===== src/rtl/operadores_seq_arb.sv =====
// Two-channel round-robin arbiter + sequencer: concatenates operand low halves, replicates, shifts left 1 bit/clk.
// Latency: ack in cycle 1 after the grant edge, out_valid in cycle 2+shamt; one op per 3+shamt cycles.
// Backpressure: req/ack handshake; requests seen while busy wait in place and are sampled only at grant.
//
// Ports:
//   clk, rst_n            clock (rising edge), asynchronous active-low reset
//   reqN/dataaN/databN/   channel N request, operands and shift amount
//   shamtN, ackN          ackN pulses for one cycle when channel N operands are captured
//   busy                  high whenever the sequencer is not idle
//   grant_id              channel owning the current (or most recent) operation
//   out_valid             one-cycle result strobe
//   out_cat/out_rep/      {A[H-1:0],B[H-1:0]}, three copies of it, and it shifted left by shamt
//   out_shl
module operadores_seq_arb #(
    parameter int W  = 6,
    parameter int SW = 3
) (
    input  logic            clk,
    input  logic            rst_n,
    input  logic            req0,
    input  logic [W-1:0]    dataa0,
    input  logic [W-1:0]    datab0,
    input  logic [SW-1:0]   shamt0,
    output logic            ack0,
    input  logic            req1,
    input  logic [W-1:0]    dataa1,
    input  logic [W-1:0]    datab1,
    input  logic [SW-1:0]   shamt1,
    output logic            ack1,
    output logic            busy,
    output logic            grant_id,
    output logic            out_valid,
    output logic [W-1:0]    out_cat,
    output logic [3*W-1:0]  out_rep,
    output logic [W-1:0]    out_shl
);

    localparam int H = W / 2;

    typedef enum logic [1:0] {
        S_IDLE  = 2'd0,
        S_LOAD  = 2'd1,
        S_SHIFT = 2'd2,
        S_DONE  = 2'd3
    } state_t;

    state_t          r_state;
    state_t          w_state_nxt;

    logic            r_last;
    logic            r_grant;
    logic [H-1:0]    r_a;
    logic [H-1:0]    r_b;
    logic [SW-1:0]   r_shamt;
    logic [SW-1:0]   r_cnt;
    logic [W-1:0]    r_work;

    logic            r_ack0;
    logic            r_ack1;
    logic            r_busy;
    logic            r_valid;
    logic [W-1:0]    r_cat;
    logic [3*W-1:0]  r_rep;
    logic [W-1:0]    r_shl;

    logic            w_take;
    logic            w_gnt;
    logic [W-1:0]    w_cat;
    logic [W-1:0]    w_work_nxt;

    // Only the low halves of the operands ever reach the datapath.
    logic            w_unused_hi;
    assign w_unused_hi = ^{dataa0[W-1:H], datab0[W-1:H], dataa1[W-1:H], datab1[W-1:H]};

    assign w_cat = {r_a, r_b};

    always_comb begin
        w_state_nxt = r_state;
        w_take      = 1'b0;
        w_gnt       = 1'b0;
        w_work_nxt  = r_work;
        case (r_state)
            S_IDLE: begin
                if (req0 || req1) begin
                    w_take      = 1'b1;
                    w_state_nxt = S_LOAD;
                    // On a tie the channel that did not go last wins.
                    if (req0 && req1) w_gnt = ~r_last;
                    else              w_gnt = req1;
                end
            end
            S_LOAD: begin
                w_work_nxt  = w_cat;
                w_state_nxt = (r_shamt != '0) ? S_SHIFT : S_DONE;
            end
            S_SHIFT: begin
                w_work_nxt = r_work << 1;
                // cnt==1 means this is the last of the shamt shift cycles.
                if (r_cnt == SW'(1)) w_state_nxt = S_DONE;
            end
            S_DONE: begin
                w_state_nxt = S_IDLE;
            end
            default: begin
                w_state_nxt = S_IDLE;
            end
        endcase
    end

    always_ff @(posedge clk or negedge rst_n) begin
        if (!rst_n) begin
            r_state <= S_IDLE;
            r_last  <= 1'b1;
            r_grant <= 1'b0;
            r_a     <= '0;
            r_b     <= '0;
            r_shamt <= '0;
            r_cnt   <= '0;
            r_work  <= '0;
            r_ack0  <= 1'b0;
            r_ack1  <= 1'b0;
            r_busy  <= 1'b0;
            r_valid <= 1'b0;
            r_cat   <= '0;
            r_rep   <= '0;
            r_shl   <= '0;
        end else begin
            r_state <= w_state_nxt;
            r_work  <= w_work_nxt;
            // Status outputs are registered from the next state so they line up with it.
            r_busy  <= (w_state_nxt != S_IDLE);
            r_valid <= (w_state_nxt == S_DONE);
            r_ack0  <= w_take & ~w_gnt;
            r_ack1  <= w_take &  w_gnt;

            if (w_take) begin
                r_grant <= w_gnt;
                r_a     <= w_gnt ? dataa1[H-1:0] : dataa0[H-1:0];
                r_b     <= w_gnt ? datab1[H-1:0] : datab0[H-1:0];
                r_shamt <= w_gnt ? shamt1 : shamt0;
            end

            if (r_state == S_LOAD)  r_cnt <= r_shamt;
            if (r_state == S_SHIFT) r_cnt <= r_cnt - SW'(1);

            // Results are captured on entry to DONE so they are valid with the strobe.
            if (w_state_nxt == S_DONE) begin
                r_cat <= w_cat;
                r_rep <= {3{w_cat}};
                r_shl <= w_work_nxt;
            end

            if (r_state == S_DONE) r_last <= r_grant;
        end
    end

    assign ack0      = r_ack0;
    assign ack1      = r_ack1;
    assign busy      = r_busy;
    assign grant_id  = r_grant;
    assign out_valid = r_valid;
    assign out_cat   = r_cat;
    assign out_rep   = r_rep;
    assign out_shl   = r_shl;

endmodule


===== config.mk =====
export PLATFORM = sky130hd
export DESIGN_NAME = operadores_seq_arb
export DESIGN_NICKNAME = d
export VERILOG_FILES = /design/src/rtl/operadores_seq_arb.sv
export SDC_FILE = /design/constraint.sdc
export NUM_CORES = 1
export LEC_CHECK = 0
export BUFFER_PORTS_ARGS = -buffer_cell sky130_fd_sc_hd__buf_2
export CORE_MARGIN = 8
export CORE_UTILIZATION = 48
export CTS_BUF_LIST = sky130_fd_sc_hd__clkbuf_4 sky130_fd_sc_hd__clkbuf_8 sky130_fd_sc_hd__clkbuf_16
export DETAILED_ROUTE_END_ITERATION = 8
export MAX_ROUTING_LAYER = met4
export PLACE_DENSITY = 0.82
export SYNTH_ARGS = -nofsm -noshare
export SYNTH_HDL_FRONTEND = slang
export SYNTH_SLANG_ARGS = --single-unit

===== constraint.sdc =====
create_clock -name clk -period 2.2 [get_ports clk]
set_clock_uncertainty 0.05 [all_clocks]
set_input_delay 0.66 -clock clk [delete_from_list [all_inputs] [get_ports clk]]
set_output_delay 0.66 -clock clk [all_outputs]
set_load 0.005 [all_outputs]

==> impl_metrics.tcl <==
set metrics [dict create \
    outcome "finished clean" \
    path_delay_family "compound AO/OA/AOI/OAI gates" \
    cpMaxStageDelayCell "o311a_4" \
    ctsLongestPathBuffers 2 \
    cts_max_level 2 \
    number_of_library_cell_types_mapped_by_synthesis 30 \
    post_cts_buffers 0 \
    max_incr_delay_on_cp_ps 470 \
    yosys.area.top_type_share 0.496 \
    min_period_over_period 0.869 \
    clockRootBuffer "clkbuf_8" \
    commonest_non_fill_non_tap_cells_in_the_layout "56 x buf_2, 36 x dfrtp_1, 17 x a21oi_1" \
    synth-warning-count 0 \
    tritoncts "built" \
    areaGrowthSynthToFinish_pct 18.3 \
    globalRoute.totalOverflow 0 \
    utilization 0.587 \
    timing.critical_path.arrival_ps 2040 \
    die_h_um 77.5 \
    worst_slew_pin_slew_ps 619 \
    postSynthNetCount 215 \
    grt_usage 0.134 \
    drt-initial-drc-count 60 \
    remaining_drc_errors 0 \
    maxSlewHeadroom 0.585 \
    clkSlewWorstSetupHoldPaths_ps 70 \
    grt_setup_unrepaired "false" \
    finish.net_count 259 \
    mappedNetlistArea_um2 1820 \
    grt_max_degree 38 \
    post_synthesis_sequential_area_ratio 0.511 \
    total_via_count_after_detailed_routing 1348 \
    critical_path_peak_fanout 13 \
    timing.critical_path.from_type "flop" \
    syn-mean-instance-area_um2 10.4 \
    powerDensity_nw_per_um2 1590 \
    routedWlPerCell_um 14.3 \
    netlist_top_cells_area "dfrtp_1 50%, buf_4 7.4%, ha_1 4.8%, a21oi_1 4.7%, o21ai_0 3.9%" \
    finalPower_mw 3.42 \
    timing.critical_path.cells "inv_1 > ha_1 > a21boi_1 > o311a_4 > mux2_4" \
    core_um2 3660 \
    cts_hold_buffers 0 \
    worstSetupEndpointType "flop" \
    postSynthCellCount 174 \
    tns_ps 0 \
    leakage_power_nw 1.09 \
    placement_rows 22 \
    floorplan.die_area_um2 6010 \
    layout_commonest_cell "buf_2" \
    setup-violations-final 0 \
    worstHoldPathType "in2async" \
    dieWidth_um 77.5 \
    grt_pass1_vias 1366 \
    cp_data_required_time_ps 2320 \
    postCtsResizedCells 0 \
    crit_type "reg2reg" \
    antenna_found_initial 0 \
    ant_nets 0 \
    grt_pass1_wl_um 6310 \
    clk_latency_ps 290 \
    gp_congestion 0.766 \
    final_number_of_hold_violating_endpoints 0 \
    dp_slack_ps 262 \
    numCtsBuffers 5 \
    finalWorstSetupSlack_ps 288 \
    worst_hold_slack_ps 349 \
    drt_wl_total_um 3810 \
    vdd_ir_drop_max_v 0.000689 \
    via_per_inst 5.05 \
    synth.ff_latch_count 37 \
    period_needed_ps 1910 \
    timing.max_cap.violations 0 \
    clock.fmax_ghz 0.523 \
    drtPass1Iterations 4 \
    slew_violations 0 \
    dp_hpwl_um 2890 \
    port_buffers 56 \
    cts.sink_count 37 \
    floorplan.initialDensity 0.496 \
    critPathBufInv 1 \
    io_pins 69 \
    share_of_post_route_cells_with_drive_strength_above_1 0.370 \
    diode_insertion_count_for_antenna_repair 0 \
    synth_largest_area_cell "dfrtp_1" \
]
Yosys cell counts:
cell type / number
nor4b_4: 1
mux2_2: 3
nor2_1: 15
nand2b_1: 2
o21ai_1: 1
a21oi_1: 17
dfstp_2: 1
buf_4: 18
nor4b_2: 1
o311a_4: 1
nor3_1: 1
o21a_1: 1
o21ai_0: 14
clkbuf_1: 5
dfrtp_1: 36
nand3_1: 2
o21bai_1: 1
o22ai_1: 1
mux2i_1: 6
nand2_1: 12
buf_6: 1
mux2_4: 3
o32ai_1: 1
a21boi_1: 1
ha_1: 7
a21o_1: 1
inv_2: 1
a21oi_2: 1
a22oi_1: 5
inv_1: 14
logic make-up (layout without fill, tap and decap cells):
group	after synthesis	count (layout)	synth area share
DFF	37	37	0.511
adders and majority gates	7	7	0.0482
buffers and inverters	39	84	0.122
AOI/OAI and AO/OA	45	45	0.150
muxes	12	12	0.0765
and+or+nand+nor	34	34	0.0923
sequential cells by signal, summed over array words and instances, names as in the netlist, 2 cells and up:
| signal | count |
|---|---|
| out_shl | 6 |
| out_cat | 5 |
| r_work | 5 |
| r_a | 3 |
| r_b | 3 |
| r_cnt | 3 |
| r_shamt | 3 |
| r_state | 2 |
report_power, final:
group / internal, mW / switching, mW
clock: 0.382 / 0.236
sequential: 1.00 / 0.226
combinational: 0.756 / 0.817
total: 2.14 / 1.28
layout make-up:
class / instances / area, µm²
clock buffers: 7 / 90.1
clock inverters: 1 / 30.0
fillers: 311 / 1510
inverters: 15 / 56.3
multi-input cells: 98 / 667
flip-flops and latches: 37 / 927
well taps: 48 / 60.1
repair buffers: 61 / 318
per-layer routing:
layer,track usage,vias to the layer above,share of wire
met2,0.214,50,0.48
met1,0.145,642,0.43
met5,-,-,0
met3,0.0622,6,0.081
met4,0.0453,0,0.013
li1,-,650,-
per-stage QoR:
stage                     cells  cell area (µm²)
after floorplan             174             1820
after global placement      259             2030
after detailed placement    259             2030
after CTS                   267             2150
after global routing        267             2150
final                       267             2150
worst register-to-register path, stage by stage (launching register included):
cell	delay, ps
dfrtp_1	440
inv_1	130
ha_1	230
a21boi_1	150
o311a_4	470
mux2_4	330
worst paths after layout:
| check | endpoint | cells past startpoint | from | slack, ps |
|---|---|---|---|---|
| max in group asynchronous | r_last | 2 | rst_n | 1400 |
| setup reg to reg | out_cat[2] | 5 | r_state[0] | 290 |
| min in group clk | grant_id | 1 | grant_id | 450 |
| setup / recovery | out_cat[2] | 5 | r_state[0] | 290 |
| hold / removal | r_work[2] | 2 | rst_n | 350 |
| hold reg to reg | grant_id | 1 | grant_id | 450 |
Note: power is estimated with default switching activity, not from simulation.
